**config.mk**
```make
export PLATFORM = sky130hd
export DESIGN_NAME = etapa_busqueda
export DESIGN_NICKNAME = d
export VERILOG_FILES = /design/src/rtl/etapa_busqueda.sv
export SDC_FILE = /design/constraint.sdc
export NUM_CORES = 1
export LEC_CHECK = 0
export ABC_AREA = 1
export CAP_MARGIN = 25
export CORE_MARGIN = 5
export CORE_UTILIZATION = 40
export DETAILED_ROUTE_END_ITERATION = 8
export PLACE_DENSITY = 0.79
export SLEW_MARGIN = 20
export SYNTH_ARGS = -nofsm -noshare
export SYNTH_HDL_FRONTEND = slang
export SYNTH_SLANG_ARGS = --single-unit
```
**constraint.sdc**
```tcl
create_clock -name clk -period 1.18 [get_ports clk]
set_input_delay 0.354 -clock clk [delete_from_list [all_inputs] [get_ports clk]]
set_output_delay 0.354 -clock clk [all_outputs]
set_load 0.005 [all_outputs]
```
**src/rtl/etapa_busqueda.sv**
```systemverilog
`default_nettype none
// ============================================================================
//  Module      : etapa_busqueda
//  Description : Instruction-fetch stage and IF/ID pipeline register. Drives
//                the PC into a synchronous-read instruction memory, registers
//                the returned word and handles stall (one-entry hold buffer),
//                jump redirect, start and halt.
//  Revision    : 1.0 - initial release
// ============================================================================
module etapa_busqueda #(
    parameter int              INSTR_W  = 16,
    parameter int              PC_W     = 8,
    parameter logic [PC_W-1:0] RESET_PC = '0
) (
    input  logic               clk,
    input  logic               rst_n,
    input  logic               start,
    input  logic               halt,
    input  logic               stall,
    input  logic               jump_en,
    input  logic [PC_W-1:0]    jump_addr,
    output logic [PC_W-1:0]    imem_addr,
    output logic               imem_rd,
    input  logic [INSTR_W-1:0] imem_data,
    output logic [INSTR_W-1:0] instr_out,
    output logic [3:0]         opcode_out,
    output logic [PC_W-1:0]    pc_out,
    output logic               valid_out,
    output logic               busy
);

    typedef enum logic [1:0] {
        ST_IDLE = 2'd0,
        ST_RUN  = 2'd1,
        ST_HALT = 2'd2
    } state_t;

    localparam logic [PC_W-1:0] c_pc_one = {{(PC_W-1){1'b0}}, 1'b1};

    state_t               r_state;
    logic [PC_W-1:0]      r_pc;
    logic [PC_W-1:0]      r_fetch_pc;   // address of the word on imem_data now
    logic                 r_fetch_vld;  // imem_data carries a real word now
    logic [INSTR_W-1:0]   r_hold_buf;   // word parked while stalled
    logic                 r_hold_vld;
    logic [INSTR_W-1:0]   r_instr;
    logic [PC_W-1:0]      r_pc_out;
    logic                 r_valid;

    logic                 w_run;
    logic [INSTR_W-1:0]   w_fetch_word;

    assign w_run        = (r_state == ST_RUN);
    // A parked word takes precedence: memory output is stale after a stall.
    assign w_fetch_word = r_hold_vld ? r_hold_buf : imem_data;

    assign imem_addr  = r_pc;
    assign imem_rd    = w_run & ~stall;
    assign busy       = w_run;
    assign instr_out  = r_instr;
    assign opcode_out = r_instr[INSTR_W-1 -: 4];
    assign pc_out     = r_pc_out;
    assign valid_out  = r_valid;

    // Control FSM, PC, fetch tracking, hold buffer and IF/ID register.
    always_ff @(posedge clk) begin
        if (!rst_n) begin
            r_state     <= ST_IDLE;
            r_pc        <= RESET_PC;
            r_fetch_pc  <= '0;
            r_fetch_vld <= 1'b0;
            r_hold_buf  <= '0;
            r_hold_vld  <= 1'b0;
            r_instr     <= '0;
            r_pc_out    <= '0;
            r_valid     <= 1'b0;
        end else begin
            case (r_state)
                ST_IDLE: begin
                    r_instr  <= '0;
                    r_pc_out <= '0;
                    r_valid  <= 1'b0;
                    if (start) begin
                        r_state <= ST_RUN;
                    end
                end
                ST_RUN: begin
                    if (halt) begin
                        // In-flight word is dropped; HALT is only left by reset.
                        r_state     <= ST_HALT;
                        r_fetch_vld <= 1'b0;
                        r_hold_vld  <= 1'b0;
                        r_instr     <= '0;
                        r_pc_out    <= '0;
                        r_valid     <= 1'b0;
                    end else if (jump_en) begin
                        // Redirect wins over stall; younger work is squashed.
                        r_pc        <= jump_addr;
                        r_fetch_vld <= 1'b0;
                        r_hold_vld  <= 1'b0;
                        r_instr     <= '0;
                        r_pc_out    <= '0;
                        r_valid     <= 1'b0;
                    end else if (stall) begin
                        // Park the returning word once; memory is not read
                        // again until the stall is released.
                        if (!r_hold_vld && r_fetch_vld) begin
                            r_hold_buf <= imem_data;
                            r_hold_vld <= 1'b1;
                        end
                    end else begin
                        r_instr     <= r_fetch_vld ? w_fetch_word : '0;
                        r_pc_out    <= r_fetch_vld ? r_fetch_pc : '0;
                        r_valid     <= r_fetch_vld;
                        r_fetch_pc  <= r_pc;
                        r_fetch_vld <= 1'b1;
                        r_pc        <= r_pc + c_pc_one;
                        r_hold_vld  <= 1'b0;
                    end
                end
                default: begin
                    r_state     <= ST_HALT;
                    r_fetch_vld <= 1'b0;
                    r_hold_vld  <= 1'b0;
                    r_instr     <= '0;
                    r_pc_out    <= '0;
                    r_valid     <= 1'b0;
                end
            endcase
        end
    end

endmodule
`default_nettype wire
```
==> results by group, run 1 <==
Clock tree
  • Maximum buffer depth of the clock tree: 2
  • Clock net sink count: 61
  • TritonCTS buffer count: 9
  • Clock slew seen by the registers of the worst setup and hold paths: 0.07 ns
  • Clock tree root buffer cell: clkbuf_8
  • Clock insertion delay at the later pin of the skew report: 0.33 ns
  • Max H-tree Level: 3
  • TritonCTS clock tree: built
  • Hold Buf Count CTS: 0

Route
  • Average wire per cell in the routed design: 15.90 microns
  • DRC violations left: 0
  • Post-detailed-routing wire length: 8.475 mm
  • Iteration-0 DRC count of the detailed router: 151
  • Detailed-route vias per instance: 5.255
  • Detailed Routing Iterations Pass 1: 5
  • Post-route ant nets: 0
  • Overall via count from detail_route: 2801

Yosys
  • Average cell area after synthesis: 7.626 sq um
  • Register bit count reported by yosys: 61
  • Synth Net Count: 369
  • Post-synthesis sequential area ratio: 47.38%
  • Gate Count Post-Synth: 338
  • Post-synthesis cell type count: 24
  • Synthesis Warnings: 0
  • Mapped cell area: 2577 sq um

Timing
  • Relative slew margins: 78.30%
  • Final-report max-slew violation count: 0
  • Minimum clock period after layout: 1.378 ns
  • Skew final: 0.006027 ns
  • Highest Clock Rate: 725.7 MHz
  • Actual slew at the worst max-slew pin: 0.3255 ns
  • Final sum of negative setup slack: -3.355 ns
  • Final number of setup-violating endpoints: 33
  • RSZ-0062 raised after global routing: true
  • Worst Setup Slack, final: -0.1979 ns
  • Share of the clock period used by the worst path: 116.8%
  • Endpoints failing hold: 0

Status
  • Status: finished, violations left
  • Failing checks: negative setup slack

Global route
  • Overflow after GRT: 0
  • Antenna violations before repair: 0
  • Maximum number of pins on one net before global-route repair: 35
  • Via count of the first global-routing pass: 2867
  • GRT Total Usage: 19.55%
  • Global-route wire length before repair: 13.17 mm

Worst setup path
  • Crit end category: primary output
  • Startpoint Class: flop
  • Crit Path Class: reg2out
  • Logic depth of the worst register-to-register path: 8
  • Required @ worst endpoint: 0.83 ns
  • Arrival time worst endpoint: 1.02 ns
  • Maximum fanout encountered on the critical timing path: 3

Die
  • FP Rows: 29
  • Initial Utilization: 40.82%
  • DIE HEIGHT: 90.27 microns
  • Boundary Pins: 69
  • Die area: 8149 sq um
  • Placeable core area: 6314 sq um
  • Horiz. Die Dim: 90.27 microns

Final layout
  • Post-synthesis to final-layout area growth: 66.60%
  • Final Net Count: 482
  • Layout cells sized above 1: 49.34%
  • Diodes inserted: 0
  • Post-layout instance count excluding filler cells: 533
  • Final cell utilization of the core: 68.01%

Pwr
  • Power density relative to cell area: 1096 nW/um^2
  • Max rail drop VDD: 1.010 mV
  • Leak: 1.666 nW

Worst hold path
  • Worst hold path depth: 2
  • Type of the worst min-delay path: reg2reg

Placed design
  • GP Congestion: 0.8308
  • Pre-CTS setup slack: -0.7052 ns
  • Post-DP HPWL: 4.633 mm
  • DP Cell Count: 489
  • Count of input and output buffers: 68

Run
  • Max-capacitance violation count: 0
## logic make-up after synthesis
logic type,count (synthesis),share of synthesized area [%]
AO/OA/AOI/OAI,106,23.50
adder cells (fa/ha/maj),1,0.4854
buffers and inverters,58,10.53
flip-flops,61,47.38
AND/OR/NAND/NOR,112,18.11
## sequential cells by signal, indices dropped and copies added, names as in the netlist
signal / cells
r_state: 2
r_hold_vld: 1
valid_out: 1
r_fetch_pc: 8
r_hold_buf: 16
instr_out: 16
imem_addr: 8
pc_out: 8
r_fetch_vld: 1
## synthesized netlist by cell type, drive strengths merged
| library cell | count | area, sq um |
|---|---|---|
| dfxtp | 61 | 1221 |
| nand2 | 61 | 231.5 |
| a21oi | 49 | 252.8 |
| nor2 | 39 | 168.9 |
| inv | 32 | 120.1 |
| o21ai | 31 | 155.1 |
| buf | 17 | 117.6 |
| o211ai | 16 | 120.1 |
| nand3 | 11 | 60.06 |
| clkbuf | 9 | 33.78 |
| a22oi | 8 | 60.06 |
| ha | 1 | 12.51 |
| nand4 | 1 | 6.260 |
| o211a | 1 | 10.01 |
| o21a | 1 | 7.510 |
## cells in the final DEF (no fill, tap or decap), types with 5 or more instances in the layout
master           synthesis  routed
buf_2                    7      30
clkbuf_8                 0      11
buf_12                   0       5
o211ai_1                16      16
o21ai_1                  5      18
a21oi_1                 47      12
nor2_4                   2       5
nand3_1                 10       9
clkdlybuf4s50_1          0      25
dfxtp_1                 61      26
dfxtp_2                  0      32
a21oi_2                  2      35
o21ai_2                  0      11
buf_6                    2      19
nand2_1                 60      56
buf_4                    8      37
a22oi_1                  8       7
nor2_1                  34      26
nor2_2                   3       9
inv_1                   30      26
## timing repair
| item | CTS | global route |
|---|---|---|
| pin swaps | 25 | 15 |
| gates cloned | 5 | 3 |
| setup endpoints to repair | 98 | 52 |
| gates resized for setup | 257 | 71 |
| setup buffers | 20 | 1 |
## metal layers
layer  vias to the layer above  global-route usage (%)  routed length [microns]
met4                         0                   5.211                      151
li1                       1346                       -                        -
met5                         -                       0                        0
met3                        16                   7.833                      559
met2                       105                   36.40                     4718
met1                      1334                   20.09                     3045
## final cells by class
cell class | instances | area (sq um)
Clock buffer | 12 | 155.1
Clock inverter | 4 | 70.07
Fill cell | 487 | 2019
Inverter | 32 | 135.1
Multi-Input combinational cell | 220 | 1378
Sequential cell | 61 | 1272
Tap cell | 77 | 96.34
Timing Repair Buffer | 126 | 1179
Timing Repair inverter | 1 | 8.758
## path summary, 6_finish.rpt
check	start	endpoint	slack, ns
max reg2reg	r_state[0]$_SDFFE_PN0P_	r_hold_buf[8]$_SDFFE_PN0P_	-0.17
min reg2reg	r_hold_buf[5]$_SDFFE_PN0P_	r_hold_buf[5]$_SDFFE_PN0P_	0.47
max	r_state[1]$_SDFFE_PN0P_	imem_rd	-0.20
min	r_hold_buf[5]$_SDFFE_PN0P_	r_hold_buf[5]$_SDFFE_PN0P_	0.47
## power by group
| group | switching, mW | internal [mW] |
|---|---|---|
| Combinational | 0.247 | 0.253 |
| Clock | 0.806 | 1.30 |
| Sequential | 0.0203 | 2.08 |
| Total | 1.07 | 3.63 |
## worst max-delay path: stages, from the launching register on
cell     delay (ns)
dfxtp_4        0.36
inv_2          0.06
nand2_4        0.05
nor2_2         0.09
buf_2          0.13
## per-stage QoR
step,total power [mW],hold WS (ns),area (sq um)
after floorplan,2.304,0.4293,2577
after global placement,2.519,0.4354,3481
after detailed placement,2.526,0.4451,3481
after CTS,4.661,0.4581,3970
after global routing,4.880,0.4896,4294
final,4.708,0.4664,4294
No activity file was read; power rests on OpenSTA's default activity.
==> inputs of run 2 (changes only) <==
--- a/config.mk
+++ b/config.mk
@@ -7,10 +7,12 @@
 export LEC_CHECK = 0
 export ABC_AREA = 1
 export CAP_MARGIN = 25
+export CELL_PAD_IN_SITES_DETAIL_PLACEMENT = 0
+export CELL_PAD_IN_SITES_GLOBAL_PLACEMENT = 1
 export CORE_MARGIN = 5
-export CORE_UTILIZATION = 40
+export CORE_UTILIZATION = 31
 export DETAILED_ROUTE_END_ITERATION = 8
-export PLACE_DENSITY = 0.79
+export PLACE_DENSITY = 0.87
 export SLEW_MARGIN = 20
 export SYNTH_ARGS = -nofsm -noshare
 export SYNTH_HDL_FRONTEND = slang
==> results by group, run 2 (synthesis gave the netlist of run 1 again) <==
Status
  • Status: finished, violations left
  • Failing checks: negative setup slack

Clock tree
  • TritonCTS buffer count: 9 (unchanged)
  • Max H-tree Level: 3 (unchanged)
  • Clock tree root buffer cell: clkbuf_8
  • Maximum buffer depth of the clock tree: 2 (unchanged)
  • Clock slew seen by the registers of the worst setup and hold paths: 0.07 ns (about the same)
  • Clock net sink count: 61 (unchanged)
  • Clock insertion delay at the later pin of the skew report: 0.33 ns (about the same)
  • TritonCTS clock tree: built

Pwr
  • Reg power frac: 45.9% (+1.2 points)
  • Max rail drop VDD: 0.8556 mV (-15%)
  • Total net switching power: 1.065 mW (-0.80%)
  • Fraction of power consumed by combinational cells: 10.7% (about the same)
  • Net switching share of the total power: 23.23% (+0.42 points)
  • Power density relative to cell area: 1074 nW/um^2 (-2.0%)
  • Internal power: 3.520 mW (-3.1%)
  • Clock share of power: 43.4% (-1.3 points)
  • Leak: 1.649 nW (-1.1%)

Final layout
  • Area of all placed cells without fillers: 4268 sq um (-0.61%)
  • Final Net Count: 483 (+0.21%)
  • Fillcell total: 768 (+58%)
  • Highest-count cells in the layout ignoring fill and taps: 57 x nand2_1, 40 x buf_4, 36 x a21oi_2
  • Diodes inserted: 0 (unchanged)
  • Footprint of the multi-input gates: 1381 sq um (+0.27%)
  • Layout cells sized above 1: 49.45% (+0.11 points)
  • Most frequent standard cell in the layout excluding fill and tap cells: nand2_1
  • Post-synthesis to final-layout area growth: 65.58%
  • Register Area: 1270 sq um (-0.20%)

Timing
  • Skew final: 0.009090 ns (+0.003062 ns)
  • Final-report max-slew violation count: 0 (unchanged)
  • Share of the clock period used by the worst path: 114.9% (-1.9 points)
  • Actual slew at the worst max-slew pin: 0.2650 ns (-0.06053 ns)
  • RSZ-0062 raised after global routing: true
  • Minimum clock period after layout: 1.356 ns (-0.02201 ns)
  • Final number of setup-violating endpoints: 38 (+15%)
  • Final sum of negative setup slack: -3.468 ns (-0.1133 ns)
  • Highest Clock Rate: 737.5 MHz (+1.6%)
  • Endpoints failing hold: 0 (unchanged)
  • Tightest hold margin: 0.4655 ns (-0.0008240 ns)
  • Worst Setup Slack, final: -0.1759 ns (+0.02201 ns)
  • Relative slew margins: 82.30% (+4.0 points)

Run
  • Max-capacitance violation count: 0 (unchanged)

Route
  • Detailed-route vias per instance: 4.851 (-7.7%)
  • Detailed Routing Iterations Pass 1: 4 (-1)
  • Iteration-0 DRC count of the detailed router: 44 (-71%)
  • Post-route ant nets: 0 (unchanged)
  • Average wire per cell in the routed design: 14.46 microns (-9.1%)
  • DRC violations left: 0 (unchanged)
  • Post-detailed-routing wire length: 8.124 mm (-4.1%)
  • Overall via count from detail_route: 2726 (-2.7%)

Global route
  • Overflow after GRT: 0 (unchanged)
  • Via count of the first global-routing pass: 2591 (-9.6%)
  • Antenna violations before repair: 0 (unchanged)
  • GRT Total Usage: 14.92% (-4.6 points)
  • Maximum number of pins on one net before global-route repair: 34 (-2.9%)
  • Global-route wire length before repair: 12.16 mm (-7.7%)

Die
  • FP Rows: 33 (+14%)
  • Initial Utilization: 31.53% (-9.3 points)
  • Placeable core area: 8175 sq um (+29%)
  • DIE HEIGHT: 101.2 microns (+12%)
  • Horiz. Die Dim: 101.2 microns (+12%)
  • Boundary Pins: 69 (unchanged)
  • Die area: 10240 sq um (+26%)

Worst setup path
  • End of the critical path: imem_rd
  • Required @ worst endpoint: 0.83 ns (about the same)
  • Slack of the worst reg-to-reg path: -0.16 ns (about the same)
  • Critical path startpoint: r_state[1]$_SDFFE_PN0P_
  • Crit Reg-Reg Startpoint: r_state[0]$_SDFFE_PN0P_
  • Terminus of the critical flop-to-flop path: r_hold_buf[12]$_SDFFE_PN0P_
  • Crit end category: primary output
  • Arrival time worst endpoint: 1.00 ns (-0.02 ns)
  • Startpoint Class: flop
  • Crit Path Class: reg2out
  • Logic depth of the worst register-to-register path: 8 (unchanged)
  • Maximum fanout encountered on the critical timing path: 3 (unchanged)

Worst hold path
  • Type of the worst min-delay path: reg2reg
  • Worst hold path depth: 2 (unchanged)

Placed design
  • Count of input and output buffers: 68 (unchanged)
  • GP Congestion: 0.7859 (-5.4%)
  • Placed Instance Area: 3596 sq um (+3.3%)
  • Post-DP HPWL: 4.897 mm (+5.7%)
-- run 2: worst min-delay path by stage --
stage | start | slack, ns | endpoint
after floorplan | r_hold_buf[0]$_SDFFE_PN0P_ | 0.43 | r_hold_buf[0]$_SDFFE_PN0P_
after global placement | r_hold_buf[13]$_SDFFE_PN0P_ | 0.44 | r_hold_buf[13]$_SDFFE_PN0P_
after detailed placement | r_hold_buf[7]$_SDFFE_PN0P_ | 0.44 | r_hold_buf[7]$_SDFFE_PN0P_
after CTS | instr_out[3]$_SDFFE_PP0N_ | 0.46 | instr_out[3]$_SDFFE_PP0N_
after global routing | r_hold_buf[7]$_SDFFE_PN0P_ | 0.48 | r_hold_buf[7]$_SDFFE_PN0P_
final | r_hold_buf[4]$_SDFFE_PN0P_ | 0.47 | r_hold_buf[4]$_SDFFE_PN0P_
-- run 2: cell type report --
class	instances	area share [%]
multi-input cells	219	32.37
flip-flops and latches	61	29.76
repair buffers	128	26.80
clock buffers	12	3.166
well taps	105	3.078
inverters	32	2.990
clock inverters	4	1.700
repair inverters	1	0.1466
-- run 2: per-layer routing --
| layer | up-vias | global-route usage [%] | share of wire, % |
|---|---|---|---|
| met5 | - | 0 | 0 |
| met4 | 0 | 3.681 | 0.63 |
| met3 | 6 | 5.165 | 6.7 |
| met2 | 74 | 27.01 | 54 |
| met1 | 1301 | 16.70 | 39 |
| li1 | 1345 | - | - |
-- run 2: per-stage QoR --
stage | std cells | total power [mW] | utilization, % | setup slack (ns)
floorplan | 338 | 2.304 | - | 0.007701
global placement | 526 | 2.531 | 43.99 | -0.6022
detailed placement | 526 | 2.535 | 43.99 | -0.6060
CTS | 553 | 4.542 | 47.44 | -0.2043
global route | 562 | 4.792 | 52.20 | -0.2507
finish | 562 | 4.585 | 52.20 | -0.1759
-- run 2: what timing repair did --
item	in CTS	in global routing
resized for setup	245	72
pin swaps	17	14
gates cloned	2	4
setup endpoints to repair	98	50
setup buffers	9	6
hold buffers	0	0
-- run 2: power groups by stage --
stage | Combinational [mW] | Clock [mW] | Sequential, mW
after global placement | 0.384 | 0 | 2.15
after CTS | 0.413 | 2.03 | 2.10
final | 0.491 | 1.99 | 2.10
after detailed placement | 0.387 | 0 | 2.15
after floorplan | 0.157 | 0 | 2.15
after global routing | 0.533 | 2.15 | 2.10
-- run 2: worst max-delay path, stage by stage (launching register included) --
cell     delay [ns]
dfxtp_4        0.36
inv_2          0.05
nand2_2        0.05
nor2_2         0.09
buf_2          0.12
==> inputs of run 3 (changes only) <==
--- a/config.mk
+++ b/config.mk
@@ -12,7 +12,9 @@
 export CORE_MARGIN = 5
 export CORE_UTILIZATION = 31
 export DETAILED_ROUTE_END_ITERATION = 8
+export GPL_TIMING_DRIVEN = 0
 export PLACE_DENSITY = 0.87
+export SETUP_SLACK_MARGIN = 0.1
 export SLEW_MARGIN = 20
 export SYNTH_ARGS = -nofsm -noshare
 export SYNTH_HDL_FRONTEND = slang
==> results by group, run 3 (synthesis gave the netlist of run 1 again) <==
Timing
  • Skew final: 0.006228 ns (-0.002862 ns)
  • Highest Clock Rate: 722.3 MHz (-2.1%)
  • Final-report max-slew violation count: 0 (unchanged)
  • RSZ-0062 raised after global routing: true
  • Share of the clock period used by the worst path: 117.3% (+2.4 points)
  • Minimum clock period after layout: 1.384 ns (+0.02860 ns)
  • Final sum of negative setup slack: -4.136 ns (-0.6680 ns)
  • Actual slew at the worst max-slew pin: 0.4086 ns (+0.1436 ns)
  • Final number of setup-violating endpoints: 56 (+47%)
  • Relative slew margins: 72.76% (-9.5 points)
  • Worst Setup Slack, final: -0.2045 ns (-0.02860 ns)
  • Endpoints failing hold: 0 (unchanged)

Worst hold path
  • Destination of the worst hold path: imem_addr[2]$_SDFFE_PN0P_
  • Worst hold path depth: 3 (+1)
  • Type of the worst min-delay path: in2reg
  • HP Start: rst_n

Global route
  • GRT Total Usage: 16.54% (+1.6 points)
  • Antenna violations before repair: 0 (unchanged)
  • Overflow after GRT: 0 (unchanged)
  • Via count of the first global-routing pass: 2763 (+6.6%)
  • Maximum number of pins on one net before global-route repair: 13 (-62%)
  • Global-route wire length before repair: 13.27 mm (+9.1%)

Placed design
  • GP Congestion: 0.7899 (+0.51%)
  • Post-DP HPWL: 5.124 mm (+4.6%)
  • DP Cell Count: 510 (-3.0%)
  • Placed Instance Area: 3418 sq um (-4.9%)
  • Count of input and output buffers: 67 (-1.5%)
  • Pre-CTS setup slack: -0.7150 ns (-0.1090 ns)

Worst setup path
  • Crit Reg-Reg Startpoint: r_state[1]$_SDFFE_PN0P_
  • Arrival time worst endpoint: 1.03 ns (+0.03 ns)
  • Crit Path Class: reg2out
  • Critical path startpoint: r_state[1]$_SDFFE_PN0P_
  • Startpoint Class: flop
  • Maximum fanout encountered on the critical timing path: 3 (unchanged)
  • Slack of the worst reg-to-reg path: -0.15 ns (about the same)
  • Terminus of the critical flop-to-flop path: imem_addr[3]$_SDFFE_PN0P_
  • Crit end category: primary output
  • Required @ worst endpoint: 0.83 ns (about the same)
  • Logic depth of the worst register-to-register path: 10 (+2)

Die
  • Die area: 10240 sq um (unchanged)
  • Boundary Pins: 69 (unchanged)
  • Placeable core area: 8175 sq um (unchanged)
  • Initial Utilization: 31.53% (unchanged)
  • DIE HEIGHT: 101.2 microns (unchanged)
  • FP Rows: 33 (unchanged)
  • Horiz. Die Dim: 101.2 microns (unchanged)

Final layout
  • Post-layout instance count excluding filler cells: 561 (-0.18%)
  • Area of all placed cells without fillers: 4384 sq um (+2.7%)
  • Most frequent standard cell in the layout excluding fill and tap cells: nand2_1
  • Final cell utilization of the core: 53.63% (+1.4 points)
  • Layout cells sized above 1: 52.85% (+3.4 points)
  • Post-synthesis to final-layout area growth: 70.10%
  • Highest-count cells in the layout ignoring fill and taps: 54 x nand2_1, 50 x buf_6, 37 x a21oi_2
  • Final Net Count: 482 (-0.21%)
  • Diodes inserted: 0 (unchanged)

Clock tree
  • Clock net sink count: 61 (unchanged)
  • Maximum buffer depth of the clock tree: 2 (unchanged)
  • Clock slew seen by the registers of the worst setup and hold paths: 0.07 ns (about the same)
  • Max H-tree Level: 3 (unchanged)
  • Clock insertion delay at the later pin of the skew report: 0.34 ns (about the same)
  • Clock tree root buffer cell: clkbuf_8
  • Hold Buf Count CTS: 0 (unchanged)
  • TritonCTS clock tree: built
  • TritonCTS buffer count: 9 (unchanged)

Pwr
  • Max rail drop VDD: 0.5926 mV (-31%)
  • Fraction of power consumed by combinational cells: 10.5% (-0.2 points)
  • Clock share of power: 44.7% (+1.3 points)
  • Net switching share of the total power: 24.99% (+1.8 points)
  • Internal power: 3.520 mW (about the same)
  • Reg power frac: 44.7% (-1.2 points)
  • Leak: 1.648 nW (about the same)
  • Power density relative to cell area: 1070 nW/um^2 (-0.38%)
  • Total net switching power: 1.172 mW (+10%)

Route
  • Overall via count from detail_route: 2727 (+0.037%)
  • Average wire per cell in the routed design: 14.69 microns (+1.6%)
  • DRC violations left: 0 (unchanged)
  • Iteration-0 DRC count of the detailed router: 97 (+120%)
  • Post-route ant nets: 0 (unchanged)
  • Detailed-route vias per instance: 4.861 (+0.22%)
  • Post-detailed-routing wire length: 8.239 mm (+1.4%)
  • Detailed Routing Iterations Pass 1: 4 (unchanged)

Run
  • Max-capacitance violation count: 0 (unchanged)

Status
  • Failing checks: negative setup slack
  • Status: finished, violations left
==> run 3: critical path, cell delays in order, from the launching register on <==
cell,delay [ns]
dfxtp_4,0.36
inv_2,0.05
nand2_2,0.05
nor2_2,0.10
buf_2,0.12
==> run 3: layer usage <==
| metal | track usage [%] | wire length (microns) |
|---|---|---|
| met1 | 19.69 | 3425 |
| met5 | 0 | 0 |
| met2 | 28.77 | 4169 |
| met3 | 4.614 | 521 |
| met4 | 5.317 | 122 |
==> run 3: power by group through the flow <==
stage	clock network [mW]	logic [mW]	registers, mW
final	2.10	0.494	2.10
after global routing	2.25	0.531	2.10
after CTS	2.13	0.449	2.10
after detailed placement	0	0.346	2.16
after global placement	0	0.346	2.15
after floorplan	0	0.165	2.15
==> run 3: area by class of cell <==
cell class / instances / area (sq um)
repair buffers: 102 / 957.2
well taps: 105 / 131.4
multi-input cells: 219 / 1430
flip-flops and latches: 61 / 1279
plain buffers: 26 / 239.0
clock buffers: 9 / 123.9
clock inverters: 7 / 98.84
inverters: 32 / 125.1
fillers: 740 / 3791
==> run 3: repair_timing <==
action / CTS / global route
gates resized for setup: 313 / 64
cloned: 7 / 0
setup buffers: 35 / 3
pin swaps: 25 / 13
endpoints found under the setup margin: 98 / 98
==> run 3: worst max path at each step <==
stage                                   to  slack [ns]  depth (start not counted)
3_5_place_dp    r_hold_buf[7]$_SDFFE_PN0P_       -0.71                          6
4_1_cts                            imem_rd       -0.22                          4
2_1_floorplan  r_hold_buf[11]$_SDFFE_PN0P_        0.06                          5
6_report                           imem_rd       -0.20                          4
3_3_place_gp                       imem_rd       -0.72                          3
5_1_grt                            imem_rd       -0.25                          4
==> run 3: metrics by stage <==
step                      hold WS, ns  power, mW
final                          0.4109      4.692
after global routing           0.4247      4.886
after floorplan                0.4293      2.316
after global placement         0.4384      2.501
after CTS                      0.3778      4.671
after detailed placement       0.4447      2.502
